<file path="config.mk">
export PLATFORM = sky130hd
export DESIGN_NAME = issue_window
export DESIGN_NICKNAME = d
export VERILOG_FILES = /design/src/rtl/issue_window_pkg.sv /design/src/rtl/issue_window_scoreboard.sv /design/src/rtl/issue_window.sv
export SDC_FILE = /design/constraint.sdc
export NUM_CORES = 2
export LEC_CHECK = 0
export ABC_CLOCK_PERIOD_IN_PS = 5630
export BUFFER_PORTS_ARGS = -buffer_cell sky130_fd_sc_hd__buf_4
export CORE_MARGIN = 5
export CORE_UTILIZATION = 30
export CTS_CLUSTER_SIZE = 14
export DETAILED_ROUTE_END_ITERATION = 7
export GPL_TIMING_DRIVEN = 0
export PLACE_DENSITY_LB_ADDON = 0.1
export SLEW_MARGIN = 10
export SYNTH_ARGS = -nofsm -noshare
export SYNTH_HDL_FRONTEND = slang
export SYNTH_HIERARCHICAL = 1
export SYNTH_SLANG_ARGS = --single-unit
</file>
<file path="constraint.sdc">
create_clock -name clk -period 5.63 [get_ports clk]
set_input_delay 1.689 -clock clk [delete_from_list [all_inputs] [get_ports clk]]
set_output_delay 1.689 -clock clk [all_outputs]
set_load 0.02 [all_outputs]
</file>
<file path="src/rtl/issue_window_pkg.sv">
// Shared types for the in-order issue window: decode fields, window entries and
// the pairwise register hazard check.
package issue_window_pkg;

    localparam int NUM_REGS = 32;

    typedef struct packed {
        logic       is_valid;
        logic       is_branch;
        logic       is_mdu;
        logic       is_mem_access;
        logic       reg_write;
        logic [4:0] rs_addr;
        logic [4:0] rt_addr;
        logic [4:0] write_reg_addr;
    } PartialDecodeResult;

    typedef struct packed {
        PartialDecodeResult decode;
        logic [31:0]        pc;
    } IssueEntry;

    // a is the older instruction, b the younger; register 0 never conflicts
    function automatic logic regs_conflict(PartialDecodeResult a, PartialDecodeResult b);
        logic raw, waw, war;
        raw = a.reg_write && (a.write_reg_addr != 5'd0) &&
              ((a.write_reg_addr == b.rs_addr) || (a.write_reg_addr == b.rt_addr));
        waw = a.reg_write && b.reg_write && (a.write_reg_addr != 5'd0) &&
              (a.write_reg_addr == b.write_reg_addr);
        war = b.reg_write && (b.write_reg_addr != 5'd0) &&
              ((b.write_reg_addr == a.rs_addr) || (b.write_reg_addr == a.rt_addr));
        return raw | waw | war;
    endfunction

endpackage

</file>
<file path="src/rtl/issue_window_scoreboard.sv">
// Load-use scoreboard: one small down-counter per register, reloaded when a
// load issues to that register.
module issue_scoreboard
    import issue_window_pkg::*;
#(
    parameter int ISSUE_WIDTH  = 2,
    parameter int LOAD_LATENCY = 2
) (
    input  logic                        clk,
    input  logic                        reset,
    input  logic [ISSUE_WIDTH-1:0]      set_valid,
    input  logic [ISSUE_WIDTH-1:0][4:0] set_addr,
    output logic [NUM_REGS-1:0]         busy
);

    logic [NUM_REGS-1:0][1:0] cnt_q, cnt_d;

    always_comb begin
        cnt_d = cnt_q;
        busy  = '0;
        // register 0 is skipped so its counter stays zero forever
        for (int r = 1; r < NUM_REGS; r++) begin
            busy[r] = (cnt_q[r] != 2'd0);
            if (busy[r]) cnt_d[r] = cnt_q[r] - 2'd1;
            for (int k = 0; k < ISSUE_WIDTH; k++)
                if (set_valid[k] && (set_addr[k] == 5'(r))) cnt_d[r] = 2'(LOAD_LATENCY);
        end
    end

    always_ff @(posedge clk) begin
        if (reset) cnt_q <= '0;
        else       cnt_q <= cnt_d;
    end

endmodule

</file>
<file path="src/rtl/issue_window.sv">
// In-order issue window between decode and register read: ring buffer plus
// oldest-first multi-issue selection with hazard and load-use checks.
module issue_window
    import issue_window_pkg::*;
#(
    parameter  int DEPTH        = 8,
    parameter  int FETCH_WIDTH  = 2,
    parameter  int ISSUE_WIDTH  = 2,
    parameter  int LOAD_LATENCY = 2,
    localparam int AW           = $clog2(DEPTH),
    localparam int CW           = AW + 1
) (
    input  logic                                clk,
    input  logic                                reset,
    input  logic                                flush,
    input  logic                                single_issue,
    input  logic [FETCH_WIDTH-1:0]              in_valid,
    input  PartialDecodeResult [FETCH_WIDTH-1:0] in_decode,
    input  logic [FETCH_WIDTH-1:0][31:0]        in_pc,
    output logic                                in_ready,
    output logic [ISSUE_WIDTH-1:0]              out_valid,
    output PartialDecodeResult [ISSUE_WIDTH-1:0] out_decode,
    output logic [ISSUE_WIDTH-1:0][31:0]        out_pc,
    input  logic                                out_ready,
    output logic [CW-1:0]                       count
);

    IssueEntry [DEPTH-1:0]       mem_q, mem_d;
    logic [AW-1:0]               head_q, head_d, tail_q, tail_d;
    logic [CW-1:0]               count_q, count_d;
    logic [CW-1:0]               push_n, pop_n;
    logic                        push_en;
    logic [NUM_REGS-1:0]         busy;
    logic [ISSUE_WIDTH-1:0]      set_valid;
    logic [ISSUE_WIDTH-1:0][4:0] set_addr;

    // space check uses registered count only, so same-cycle issues never help a push
    assign in_ready = (count_q <= CW'(DEPTH - FETCH_WIDTH));
    assign count    = count_q;

    always_comb begin
        for (int k = 0; k < ISSUE_WIDTH; k++) begin
            out_decode[k] = mem_q[head_q + AW'(k)].decode;
            out_pc[k]     = mem_q[head_q + AW'(k)].pc;
        end
    end

    always_comb begin
        logic ok, prev, serial, sb_ok;
        PartialDecodeResult d;
        out_valid = '0;
        prev      = 1'b1;
        serial    = 1'b0;
        ok        = 1'b0;
        sb_ok     = 1'b0;
        d         = '0;
        for (int k = 0; k < ISSUE_WIDTH; k++) begin
            d      = out_decode[k];
            sb_ok  = !busy[d.rs_addr] && !busy[d.rt_addr] &&
                     !(d.reg_write && busy[d.write_reg_addr]);
            ok     = prev && (k < int'(count_q)) && (k == 0 || !single_issue) && sb_ok;
            // any branch/MDU/memory op at or before slot k blocks slot k>0
            serial = serial | d.is_branch | d.is_mdu | d.is_mem_access;
            if (k > 0) begin
                ok = ok && !serial;
                for (int j = 0; j < k; j++)
                    if (regs_conflict(out_decode[j], d)) ok = 1'b0;
            end
            out_valid[k] = ok;
            prev         = ok;
        end
    end

    always_comb begin
        logic consume;
        pop_n     = '0;
        set_valid = '0;
        set_addr  = '0;
        consume   = 1'b0;
        for (int k = 0; k < ISSUE_WIDTH; k++) begin
            consume      = out_valid[k] && out_ready && !flush;
            pop_n        = pop_n + CW'(consume);
            set_valid[k] = consume && out_decode[k].is_mem_access && out_decode[k].reg_write &&
                           (out_decode[k].write_reg_addr != 5'd0);
            set_addr[k]  = out_decode[k].write_reg_addr;
        end
    end

    always_comb begin
        push_en = in_ready && in_valid[0] && !flush;
        push_n  = '0;
        mem_d   = mem_q;
        for (int s = 0; s < FETCH_WIDTH; s++) begin
            if (push_en && in_valid[s]) begin
                push_n                    = push_n + CW'(1);
                mem_d[tail_q + AW'(s)] = '{decode: in_decode[s], pc: in_pc[s]};
            end
        end
        if (flush) begin
            head_d  = '0;
            tail_d  = '0;
            count_d = '0;
        end else begin
            head_d  = head_q + pop_n[AW-1:0];
            tail_d  = tail_q + push_n[AW-1:0];
            count_d = count_q + push_n - pop_n;
        end
    end

    always_ff @(posedge clk) begin
        if (reset) begin
            head_q  <= '0;
            tail_q  <= '0;
            count_q <= '0;
        end else begin
            head_q  <= head_d;
            tail_q  <= tail_d;
            count_q <= count_d;
        end
    end

    // entry payload needs no reset; count gates every read
    always_ff @(posedge clk) mem_q <= mem_d;

    issue_scoreboard #(
        .ISSUE_WIDTH (ISSUE_WIDTH),
        .LOAD_LATENCY(LOAD_LATENCY)
    ) u_scoreboard (
        .clk      (clk),
        .reset    (reset),
        .set_valid(set_valid),
        .set_addr (set_addr),
        .busy     (busy)
    );

endmodule

</file>
# Yosys cells after proc, flatten, opt, wreduce, memory -nomap -nowiden
# Cells that the tools add are included.
word_totals:
  reg_bits: 488
  input_bits: 111
  output_inout_bits: 111
  wordCells: 588
classes:
  n_addsub: 39
  n_lt_le_gt_ge: 15
  eq_ne: 67
  mux: 120
  bitwise_logic: 7
  reduce_logical: 203
ops:
  columns: ["operator", "n"]
  rows:
  - ["$bwmux W416", 2]
  - ["$mux W416", 2]
  - ["$bmux W52 S3", 2]
  - ["$demux W52 S3", 2]
  - ["$mux W52", 4]
  - ["$mux W2", 93]
  - ["$eq A5 B5 Y1 const B", 32]
  - ["$logic_and A1 B1 Y1", 96]
  - ["$reduce_bool A3 Y1", 31]
  - ["$reduce_or A3 Y1", 31]
  - ["$eq A5 B4 Y1 const B", 16]
  - ["$reduce_bool A2 Y1", 31]
  - ["$sub A2 B1 Y2 const B", 31]
  - ["$eq A5 B3 Y1 const B", 8]
  - ["$lt A5 B6 Y1 const B", 6]
  - ["$bmux W1 S5", 6]
  - ["$eq A5 B5 Y1", 5]
  - ["$eq A5 B2 Y1 const B", 4]
  - ["$lt A3 B4 Y1 const B", 4]
  - ["$eq A5 B1 Y1 const B", 2]
  - ["$reduce_bool A5 Y1", 2]
  - ["$logic_not A1 Y1", 9]
  - ["$lt A1 B4 Y1 const A", 2]
  - ["$mux W1", 8]
  - ["13 further kinds", 22]

# Logic depth before layout (Yosys ltp)
depth:
  ltp_word: 20
  ltp_mapped: 23
  ltp_nobuf: 18

# Modules after synthesis
# The synthesis kept the hierarchy.
by_module_without_submodules:
  columns: ["module", "n_inst", "cells_each", "area_each_um2", "seq_area_each_um2"]
  rows:
  - ["issue_window", 1, 2757, 26882.0, 8528.2]
  - ["issue_scoreboard", 1, 297, 3021.6, 1241.2]

# Worst setup path after synthesis
# Ideal clock, no wire load.
synth_path:
  path_type: "register -> output"
  from: "register head_q[1]"
  to: "output port out_valid[1]"
  arrival_ps: 3387
  required_ps: 3941
  path_slack_ps: 554
  path_stages_with_launch: 13
  path_buffers: 4
  path_cell_list: "dfxtp_1 ha_1 buf_6 buf_12 buf_12 mux4_1 mux2i_2 buf_6 mux2_2 o211ai_1 o211ai_1 or4_4 nor2_1"
synth_between:
  elab_chain_cells: 13
  word_cells_on_any_way: 59
  classes_between: "add/sub (1); eq/ne (5); mux (17); bitwise (7); reduce/logical (29)"
synth_lines:
  columns: ["element", "line_no", "text"]
  rows:
  - ["from (decl)", "issue_window.sv:29", "logic [AW-1:0] head_q, head_d, tail_q, tail_d;"]
  - ["from (signal assigned)", "issue_window.sv:112", "head_q <= '0;"]
  - ["from (signal assigned)", "issue_window.sv:116", "head_q <= head_d;"]
  - ["branches (longest 12 deep; another with $add A3 B1 Y3)", null, null]
  - ["$mux W1 (*)", "issue_window.sv:67", "if (regs_conflict(out_decode[j], d)) ok = 1'b0;"]
  - ["to (decl)", "issue_window.sv:21", "output logic [ISSUE_WIDTH-1:0] out_valid,"]
# Every way passes the cells marked *. The select of a mux whose other input is x is not followed.

# Worst setup path in the final report
# Same ends and word-level chain as after synthesis.

==> impl_metrics.py <==
metrics = {
    "logic_synthesis": {
        "synth_top_area_share_pct": 32.7,
        "ys_warn_count": 6,
        "synth_area_per_cell_um2": 9.79,
        "ys_types": 75,
        "synth_edf_count": 0,
        "synth-seq-cells": 488,
        "syn_inst": 3054,
        "synth_area_leader_cell": "dfxtp_1",
        "async_flop_share_pct": 0,
        "seq_area_frac_synth_pct": 32.7,
        "synthFlopType": "dfxtp_1",
        "synth_area_um2": 29900,
        "yosys-top-cells-area": "dfxtp_1 (33%), mux2i_1 (18%), mux4_2 (15%)",
    },
    "cts": {
        "clk_latency_ps": 700,
        "cts_buffers": 61,
        "cts_max_level": 2,
        "cts_tree": "done",
        "clockBufferDepth": 3,
        "path_clk_slew_ps": 60,
        "clockRootBuffer": "clkbuf_16",
        "holdBufCountCts": 0,
        "cts_sinks": 488,
    },
    "grt": {
        "grt_max_degree": 18,
        "top_usage_layer": "met2",
        "grtUsageMet2_pct": 40.0,
        "grt_pass1_wl_mm": 190,
        "gr-usage-met3_pct": 4.91,
        "antenna_found_initial": 17,
        "grt_use_met1_pct": 30.8,
        "grt_overflow": 0,
        "grt_pass1_vias": 26600,
        "track_usage_pct": 24.0,
    },
    "layout": {
        "drive_above_1_share_pct": 22.9,
        "syn2layout_area_growth_pct": 18.3,
        "final_util_pct": 35.8,
        "finalNetCount": 3405,
        "final_area_um2": 35400,
    },
    "sta": {
        "fin_ws_ps": -406,
        "worst_pin_slew_ps": 1240,
        "finalHoldViolations": 0,
        "fin_crit_sh_pct": 107,
        "finClkSkew_ps": 57.7,
        "fmax_mhz": 166,
        "rsz0062_at_grt": "yes",
        "slew_headroom_pct": 17.3,
        "setup_viol": 1,
        "drv_slew": 0,
        "fin_crit_ps": 6040,
    },
    "die": {
        "pin_count": 222,
        "die_y_um": 326,
        "die_x_um": 326,
        "dieArea_um2": 106000,
        "core_region_area_um2": 98700,
        "initial_core_util_pct": 30.3,
        "placementRows": 115,
    },
    "setup_path": {
        "path_depth": 13,
        "cpMostUsedCell": "buf_12",
        "critical-path-top-delay-family": "simple AND/OR/NAND/NOR gates",
        "cpPeakStageDelay_ps": 610,
        "path_max_fanout": 6,
        "ff2ff_path_depth": 21,
        "critPathRequiredTime_ps": 3940,
        "r2r-end": "count[3]",
        "crit_chain": "ha_4 -> buf_12 -> buf_12 -> buf_12 -> mux4_2 -> mux2_4 -> nor3_2 -> nand4b_1 -> a31oi_1 -> nand3_1 -> or4_4 -> nor2_4 -> buf_6",
        "worstReg2RegStart": "head_q[1]",
        "end_kind": "output pin",
        "r2r_setup_slack_ps": 200,
        "crit_start": "head_q[1]",
        "critPathBufInv": 4,
        "worst_setup_path_start_kind": "register",
        "slowest_stage": "or4_4",
        "setup.worst_path.end": "out_valid[1]",
        "critPathKind": "reg2out",
        "crit_arrival_ps": 4350,
    },
    "outcome": {
        "outcome": "complete, but fails checks",
        "violations": "setup timing",
    },
    "drt": {
        "ant_nets": 0,
        "wl_per_cell_um": 28.7,
        "drc": 0,
        "wl_mm": 133,
        "vias_per_cell": 5.72,
        "drt_pre_antenna_iters": 6,
        "num_vias": 26500,
        "drt_iter0_drc": 2445,
    },
    "power": {
        "power.leakage_nw": 13.7,
        "powerDensity_nw_per_um2": 345,
        "peakVddDrop_mv": 0.285,
    },
    "place": {
        "place_area_um2": 32400,
        "numPortBuffers": 117,
        "globalplace.congestion": 0.895,
        "hpwl_mm": 91.5,
    },
    "hold_path": {
        "hp-class": "reg2reg",
    },
    "run": {
        "maxCapViolations": 0,
    },
}
per-layer routing:
layer  wire (µm)  share of wire (%)
met5          91              0.069
met4        4660                3.5
met3       10400                7.8
met2       63200                 48
met1       54500                 41
cells in the mapped netlist, types with 5 or more instances:
library cell and n:
nand2b_1 20, clkbuf_1 168, buf_1 59, nand4_1 6
nor3_1 12, a211oi_1 7, mux2i_2 8, buf_2 38
mux2_2 88, and3_1 5, xnor2_1 24, mux2i_1 540
a32oi_1 5, a21oi_1 215, a221o_1 30, dfxtp_1 488
inv_2 6, a22o_1 5, or2_2 34, o211ai_1 7
a31oi_1 7, clkbuf_2 50, nand4b_1 8, o32ai_1 6
nor4b_1 32, nand3b_1 12, o21ai_0 212, nor2_1 251
mux4_2 201, buf_4 14, o21ai_1 13, and3b_1 31
buf_6 9, mux4_1 5, o22ai_1 26, a22oi_1 8
ha_1 12, xor2_1 6, inv_1 35, nand2_1 262
and2_1 9, nand3_1 17
cell usage in the layout (no fill, tap or decap), types with 8 or more instances in the layout:
| cell | count |
|---|---|
| dfxtp_1 | 486 |
| mux2_2 | 85 |
| clkbuf_1 | 175 |
| inv_1 | 34 |
| nor4b_1 | 32 |
| nand2_1 | 262 |
| buf_6 | 11 |
| o21ai_0 | 209 |
| mux4_2 | 205 |
| buf_4 | 169 |
| nand3_1 | 17 |
| buf_8 | 9 |
| mux2i_1 | 530 |
| buf_12 | 13 |
| clkbuf_16 | 63 |
| o21ai_1 | 14 |
| clkbuf_2 | 58 |
| buf_2 | 19 |
| nand3b_1 | 12 |
| a221o_1 | 30 |
| nor3_1 | 11 |
| clkinv_2 | 9 |
| a21oi_1 | 215 |
| and3b_1 | 31 |
| diode_2 | 8 |
| ha_1 | 11 |
| nor2_1 | 247 |
| o22ai_1 | 26 |
| clkbuf_8 | 15 |
| or2_2 | 34 |
| xnor2_1 | 24 |
| nand2b_1 | 20 |
| mux2i_4 | 12 |
| buf_1 | 50 |
| nand4b_1 | 8 |
| and2_1 | 9 |
power breakdown:
part	switching, mW	total, mW	internal, mW
combinational	2.05	3.74	1.69
clock	1.69	4.09	2.40
sequential	0.394	4.36	3.96
total	4.14	12.2	8.06
per-stage QoR:
stage               TNS [ps]  std cells  power, mW  hold slack, ps  setup WS (ps)
floorplan                  0       3057       6.66             406            554
global placement      -37920       4461       7.84             416           -832
detailed placement    -38510       4461       7.94             424           -835
CTS                    -9490       4602       12.2             431           -484
global route            -509       4615       12.7             440           -509
finish                  -406       4621       12.2             429           -406
registers in the layout, indices dropped and copies added (netlist names):
| name | cells |
|---|---|
| count | 4 |
| head_q | 3 |
| mem_q | 416 |
| tail_q | 3 |
| u_scoreboard/cnt_q | 62 |
final cells by class:
cell class                      count  area [µm²]
Multi-Input combinational cell   2187       18700
Sequential cell                   488        9780
Fill cell                       10000       63300
Antenna cell                        8        20.0
Tap cell                         1287        1610
Clock inverter                     17         241
Buffer                            339        1830
Timing Repair Buffer              160        1250
Clock buffer                       94        1820
Inverter                           41         158
logic make-up (layout without fill, tap and decap cells):
logic type	Yosys count	in the layout	synth area share, %
other	2	13	0.0251
AND/OR/NAND/NOR	734	734	11.9
buffers and inverters	382	651	5.71
adder cells (fa/ha/maj)	16	16	0.770
multiplexers	842	842	37.3
XOR/XNOR	31	31	0.971
AO/OA/AOI/OAI	559	559	10.6
flip-flops	488	488	32.7
worst register-to-register path, stage by stage (launching register included):
cell	delay (ps)
dfxtp_4	380
ha_4	330
buf_12	120
buf_12	110
buf_12	120
mux4_2	490
mux2_4	300
nor3_2	150
nand4b_1	390
a31oi_1	310
nand3_1	150
or4_4	610
buf_4	180
nor3_2	170
ha_1	250
fa_1	470
inv_1	80
ha_1	220
a21o_1	180
a21oi_1	170
xnor2_1	130
nor2_1	50
how the worst min path moves through the flow:
stage          slack, ps                     end              startpoint  cells past startpoint
4_1_cts              430   u_scoreboard/cnt_q[4]   u_scoreboard/cnt_q[4]                      1
5_1_grt              440  u_scoreboard/cnt_q[56]  u_scoreboard/cnt_q[56]                      1
3_3_place_gp         420  u_scoreboard/cnt_q[12]  u_scoreboard/cnt_q[12]                      1
3_5_place_dp         420   u_scoreboard/cnt_q[4]   u_scoreboard/cnt_q[4]                      1
2_1_floorplan        410  u_scoreboard/cnt_q[10]  u_scoreboard/cnt_q[10]                      1
6_report             430   u_scoreboard/cnt_q[8]   u_scoreboard/cnt_q[8]                      1
repair_timing:
item | 4_1_cts | 5_1_grt
gates resized for setup | 116 | 38
endpoints found under the setup margin | 120 | 42
pin swaps | 6 | 8
hold endpoints to repair | 0 | 0
buffers inserted | 31 | 11
Power figures use the tool's default switching activity.
